==> src/rtl/switch_endpoint.sv <==
// Host-side endpoint for one switch port: a TX FIFO drained over the validtx/acktx
// handshake with per-destination backpressure and timeout retry, plus an RX FIFO filled over validrx/ackrx.
module switch_endpoint #(
    parameter int DW      = 4,
    parameter int N       = 4,
    parameter int AW      = 2,
    parameter int DEPTH   = 4,
    parameter int TIMEOUT = 15
) (
    input  logic          clk_i,
    input  logic          rst_i,
    input  logic          tx_wr_i,
    input  logic [DW-1:0] tx_dat_i,
    input  logic [AW-1:0] tx_adr_i,
    output logic          tx_full_o,
    output logic          tx_timeout_o,
    input  logic          rx_rd_i,
    output logic [DW-1:0] rx_dat_o,
    output logic          rx_empty_o,
    output logic          validtx_o,
    output logic [DW-1:0] dat_o,
    output logic [AW-1:0] adr_o,
    input  logic          acktx_i,
    input  logic [N-1:0]  full_array_i,
    input  logic          validrx_i,
    input  logic [DW-1:0] dat_i,
    output logic          ackrx_o,
    output logic          full_o
);

    localparam int PW = $clog2(DEPTH) + 1;
    localparam int CW = $clog2(TIMEOUT + 1);

    typedef enum logic [1:0] {T_IDLE, T_REQ, T_GAP} tx_state_t;
    typedef enum logic [1:0] {R_IDLE, R_ACK, R_WAIT} rx_state_t;

    // ---------------------------------------------------------------- TX FIFO
    logic [AW+DW-1:0] r_tx_mem [DEPTH];
    logic [PW-1:0]    r_tx_wr_ptr;
    logic [PW-1:0]    r_tx_rd_ptr;
    logic [PW-1:0]    w_tx_count;
    logic             w_tx_empty;
    logic             w_tx_full;
    logic             w_tx_push;
    logic             w_tx_pop;
    logic [AW+DW-1:0] w_tx_head;
    logic [AW-1:0]    w_head_adr;
    logic [DW-1:0]    w_head_dat;
    logic             w_dest_full;

    tx_state_t        r_tx_state;
    logic [CW-1:0]    r_tx_cnt;
    logic             r_validtx;
    logic [DW-1:0]    r_dat;
    logic [AW-1:0]    r_adr;
    logic             r_tx_timeout;

    assign w_tx_count  = r_tx_wr_ptr - r_tx_rd_ptr;
    assign w_tx_empty  = (r_tx_wr_ptr == r_tx_rd_ptr);
    assign w_tx_full   = (w_tx_count == PW'(DEPTH));
    assign w_tx_push   = tx_wr_i && !w_tx_full;
    assign w_tx_pop    = (r_tx_state == T_REQ) && acktx_i && !w_tx_empty;
    assign w_tx_head   = r_tx_mem[r_tx_rd_ptr[PW-2:0]];
    assign w_head_adr  = w_tx_head[AW+DW-1:DW];
    assign w_head_dat  = w_tx_head[DW-1:0];
    assign w_dest_full = full_array_i[w_head_adr];

    // NOTE: storage arrays carry no reset; the pointers alone define what is valid.
    always_ff @(posedge clk_i) begin
        if (w_tx_push) begin
            r_tx_mem[r_tx_wr_ptr[PW-2:0]] <= {tx_adr_i, tx_dat_i};
        end
    end

    always_ff @(posedge clk_i) begin
        if (rst_i) begin
            r_tx_wr_ptr <= '0;
            r_tx_rd_ptr <= '0;
        end else begin
            if (w_tx_push) r_tx_wr_ptr <= r_tx_wr_ptr + PW'(1);
            if (w_tx_pop)  r_tx_rd_ptr <= r_tx_rd_ptr + PW'(1);
        end
    end

    // TX sender: offer the head word, retry it after TIMEOUT cycles without an ack
    always_ff @(posedge clk_i) begin
        if (rst_i) begin
            r_tx_state   <= T_IDLE;
            r_tx_cnt     <= '0;
            r_validtx    <= 1'b0;
            r_dat        <= '0;
            r_adr        <= '0;
            r_tx_timeout <= 1'b0;
        end else begin
            // NOTE: pulse outputs default low every cycle and are raised only by the branch that fires them.
            r_tx_timeout <= 1'b0;
            case (r_tx_state)
                T_IDLE: begin
                    if (!w_tx_empty && !w_dest_full) begin
                        r_dat      <= w_head_dat;
                        r_adr      <= w_head_adr;
                        r_validtx  <= 1'b1;
                        r_tx_cnt   <= '0;
                        r_tx_state <= T_REQ;
                    end
                end
                T_REQ: begin
                    if (acktx_i) begin
                        r_validtx  <= 1'b0;
                        r_tx_state <= T_GAP;
                    end else if (r_tx_cnt == CW'(TIMEOUT - 1)) begin
                        r_validtx    <= 1'b0;
                        r_tx_timeout <= 1'b1;
                        r_tx_state   <= T_GAP;
                    end else begin
                        r_tx_cnt <= r_tx_cnt + CW'(1);
                    end
                end
                T_GAP: begin
                    r_tx_cnt   <= '0;
                    r_tx_state <= T_IDLE;
                end
                default: begin
                    r_validtx  <= 1'b0;
                    r_tx_state <= T_IDLE;
                end
            endcase
        end
    end

    // ---------------------------------------------------------------- RX FIFO
    logic [DW-1:0] r_rx_mem [DEPTH];
    logic [PW-1:0] r_rx_wr_ptr;
    logic [PW-1:0] r_rx_rd_ptr;
    logic [PW-1:0] w_rx_count;
    logic          w_rx_empty;
    logic          w_rx_full;
    logic          w_rx_push;
    logic          w_rx_pop;

    rx_state_t     r_rx_state;
    logic          r_ackrx;

    assign w_rx_count = r_rx_wr_ptr - r_rx_rd_ptr;
    assign w_rx_empty = (r_rx_wr_ptr == r_rx_rd_ptr);
    assign w_rx_full  = (w_rx_count == PW'(DEPTH));
    assign w_rx_push  = (r_rx_state == R_IDLE) && validrx_i && !w_rx_full;
    assign w_rx_pop   = rx_rd_i && !w_rx_empty;

    always_ff @(posedge clk_i) begin
        if (w_rx_push) begin
            r_rx_mem[r_rx_wr_ptr[PW-2:0]] <= dat_i;
        end
    end

    always_ff @(posedge clk_i) begin
        if (rst_i) begin
            r_rx_wr_ptr <= '0;
            r_rx_rd_ptr <= '0;
        end else begin
            if (w_rx_push) r_rx_wr_ptr <= r_rx_wr_ptr + PW'(1);
            if (w_rx_pop)  r_rx_rd_ptr <= r_rx_rd_ptr + PW'(1);
        end
    end

    // RX receiver: one capture per delivery, then wait for validrx to drop
    always_ff @(posedge clk_i) begin
        if (rst_i) begin
            r_rx_state <= R_IDLE;
            r_ackrx    <= 1'b0;
        end else begin
            case (r_rx_state)
                R_IDLE: begin
                    if (w_rx_push) begin
                        r_ackrx    <= 1'b1;
                        r_rx_state <= R_ACK;
                    end
                end
                R_ACK: begin
                    r_ackrx    <= 1'b0;
                    r_rx_state <= validrx_i ? R_WAIT : R_IDLE;
                end
                R_WAIT: begin
                    if (!validrx_i) r_rx_state <= R_IDLE;
                end
                default: begin
                    r_ackrx    <= 1'b0;
                    r_rx_state <= R_IDLE;
                end
            endcase
        end
    end

    // ---------------------------------------------------------------- outputs
    assign tx_full_o    = w_tx_full;
    assign tx_timeout_o = r_tx_timeout;
    assign validtx_o    = r_validtx;
    assign dat_o        = r_dat;
    assign adr_o        = r_adr;
    assign ackrx_o      = r_ackrx;
    assign full_o       = w_rx_full;
    assign rx_empty_o   = w_rx_empty;
    assign rx_dat_o     = w_rx_empty ? '0 : r_rx_mem[r_rx_rd_ptr[PW-2:0]];

endmodule

==> config.mk <==
export PLATFORM = sky130hd
export DESIGN_NAME = switch_endpoint
export DESIGN_NICKNAME = d
export VERILOG_FILES = /design/src/rtl/switch_endpoint.sv
export SDC_FILE = /design/constraint.sdc
export NUM_CORES = 1
export LEC_CHECK = 0
export ABC_AREA = 1
export CORE_MARGIN = 4
export CORE_UTILIZATION = 60
export DETAILED_ROUTE_END_ITERATION = 7
export PLACE_DENSITY = 0.88
export SLEW_MARGIN = 10
export SYNTH_ARGS = -nofsm -noshare
export SYNTH_HDL_FRONTEND = slang
export SYNTH_SLANG_ARGS = --single-unit
==> constraint.sdc <==
create_clock -name clk_i -period 5.7 [get_ports clk_i]
set_input_delay 0.855 -clock clk_i [delete_from_list [all_inputs] [get_ports clk_i]]
set_output_delay 0.855 -clock clk_i [all_outputs]
set_load 0.005 [all_outputs]
==> impl_metrics.ini <==
[placement]
gp_congestion = 0.788
portBuffers = 35
hpwlAfterDp_mm = 4.27
dp_slack_ns = 3.14
placement.cell_area_um2 = 3600

[grt]
grt.total_usage_pct = 20.9
grt_pass1_vias = 2274
grt_max_degree = 23
grt_pass1_wl_mm = 10.2
antenna_found_initial = 0
gr-total-overflow = 0

[routing]
drt-pass1-iter-count = 5
first_iter_violations = 149
route.vias.total = 2344
drt_wl_total_mm = 6.09
wl_per_cell_um = 13.6
drc = 0
ant_nets = 0
vias_per_cell = 5.23

[power]
total_power_mw = 1.69
powerDensity_nw_per_um2 = 443
leakage_nw = 1.58
ir_drop_v = 0.000252

[clock_tree]
cts-buffers-inserted = 9
h-tree-depth = 3
cts_num_sinks = 73
clkTransAtPathRegs_ns = 0.07
cts_buffer_depth = 2
cts_resized = 0
cts_root_buffer = clkbuf_8
cts_hold_buf = 0
clock_latency_ns = 0.35
post_cts_buffers = 0
cts_tree = yes

[logic_synthesis]
synth.top_cells.by_area = edfxtp_1 (37%), dfxtp_1 (20%), ha_1 (6.2%), nor2_1 (6.0%), nand2_1 (5.2%)
syn-cell-area_um2 = 3230
yosysUniqueCellTypes = 29
yosysWarnings = 0
yosysSeqAreaShare_pct = 57.7
syn_inst = 335
synth_area_leader_cell = edfxtp_1
synth.net_count = 371
ys_seq_elements = 73
syn_avg_cell_area_um2 = 9.63
synth_top_area_share_pct = 37.2

[sta]
setup_viol = 0
setup_ws_ns = 2.75
setup_tns_ns = 0
period_share_pct = 51.7
rsz0062_at_grt = false
worst_pin_slew_ns = 0.644
hold_viol = 0
max_slew_margin_pct = 57.0
min_period_ns = 2.95
finClkSkew_ns = 0.00964
max_freq_mhz = 339
slew_violations = 0

[floorplanning]
num_rows = 26
fp.dieW_um = 81.3
coreArea_um2 = 5170
die-height_um = 81.3
dieArea_um2 = 6620
io_pins = 36
start_util_pct = 62.4

[setup_path]
slowest_delay_ns = 0.52
r2r_cells = 8
endpoint = rx_dat_o[1]
end_kind = output port
cp_max_fo = 5
cp.required_ns = 4.85
cp_slowest_cell = clkdlybuf4s50_1
rr_startpoint = r_tx_rd_ptr[1]
crit_arrival_ns = 2.09
r2r_slack_ns = 3.47
critPathLaunch = r_rx_wr_ptr[0]
r2r-end = r_tx_mem[3][1]
crit_type = reg2out
cpMostUsedCell = inv_1
cp_cell_sequence = inv_1, ha_1, nand3_1, inv_1, a21oi_1, clkdlybuf4s50_1
cp-start-kind = register

[finish]
final_common_cell = nor2_1
final_nets = 409
final_area_um2 = 3820
syn2layout_area_growth_pct = 18.3
fill_cells = 345
diodes = 0
mostFrequentLayoutCells = nor2_1 (52), nand2_1 (45), inv_1 (44), edfxtp_1 (40), clkdlybuf4s50_1 (35)
drive_above_1_share_pct = 7.41

[flow_run]
max-cap-violations = 0

[hold_path]
hold_path_class = reg2reg

[status]
status = completed
worst min-delay path by stage:
stage / end / slack [ns] / cells past startpoint / start
3_5_place_dp: ackrx_o / 0.46 / 2 / ackrx_o
2_1_floorplan: r_rx_state[1] / 0.43 / 1 / r_rx_state[1]
5_1_grt: r_tx_wr_ptr[2] / 0.49 / 1 / r_tx_wr_ptr[2]
6_report: r_rx_state[1] / 0.47 / 1 / r_rx_state[1]
4_1_cts: r_rx_state[1] / 0.48 / 1 / r_rx_state[1]
3_3_place_gp: r_rx_state[1] / 0.45 / 1 / r_rx_state[1]
metrics by stage:
step / util (%) / hold WS [ns] / instances
after floorplan: - / 0.434 / 335
after global routing: 73.8 / 0.494 / 448
after CTS: 73.8 / 0.475 / 448
after detailed placement: 69.6 / 0.461 / 432
final: 73.8 / 0.473 / 448
after global placement: 69.6 / 0.450 / 432
final cells by class:
type	instances	area, µm²	area share [%]
Clock inverter	4	48.8	1.28
Clock buffer	12	166	4.36
Multi-Input combinational cell	208	1130	29.6
Tap cell	70	87.6	2.30
Timing Repair Buffer	35	350	9.18
Sequential cell	73	1860	48.8
Inverter	46	173	4.52
kinds of logic (layout without fill, tap and decap cells):
family	after synthesis	after routing	synth area share, %
simple gates	128	128	17.9
fa+ha+maj	16	16	6.20
xor+xnor	3	3	0.814
buf+inv	54	97	7.33
flops	73	73	57.7
compound gates	61	61	10.1
power by group:
group	internal [mW]	leakage (nW)	switching (mW)
sequential	0.653	0.636	0.0666
combinational	0.243	0.832	0.300
clock	0.240	0.111	0.188
total	1.14	1.58	0.554
per-layer routing:
metal  up-vias  GRT usage [%]  wire (µm)
li1       1187              -          -
met1      1087           25.4       2780
met2        58           34.6       2920
met3        12           5.54        277
met4         0           9.29        123
met5         -              0          0
state kept, by name, summed over array words and instances, names as in the netlist, 3 cells and up, named ones only:
| register | count |
|---|---|
| r_tx_mem | 24 |
| r_rx_mem | 16 |
| dat_o | 4 |
| r_tx_cnt | 4 |
| r_rx_rd_ptr | 3 |
| r_rx_wr_ptr | 3 |
| r_tx_rd_ptr | 3 |
| r_tx_wr_ptr | 3 |
worst max-delay path, delay by kind of cell, from the launching register on:
kind / cells / cell delay [ns]
adder cells (fa/ha/maj): 1 / 0.33
AND/OR/NAND/NOR: 1 / 0.12
AO/OA/AOI/OAI: 1 / 0.16
flip-flops: 1 / 0.37
buffers and inverters: 3 / 0.77
cell usage after synthesis (all sizes together):
| cell | number |
|---|---|
| edfxtp | 40 |
| dfxtp | 33 |
| nor2 | 52 |
| buf | 4 |
| nor3b | 1 |
| or2 | 2 |
| nand3b | 1 |
| o211ai | 1 |
| o21a | 1 |
| ha | 16 |
| o22ai | 4 |
| clkbuf | 4 |
| nand4 | 3 |
| xor2 | 1 |
| inv | 46 |
| and3 | 1 |
| nand3 | 19 |
| nand2 | 48 |
| a21oi | 27 |
| o21ai | 24 |
| xnor2 | 2 |
| o21bai | 4 |
| nor4 | 1 |
Note: power is estimated with default switching activity, not from simulation.
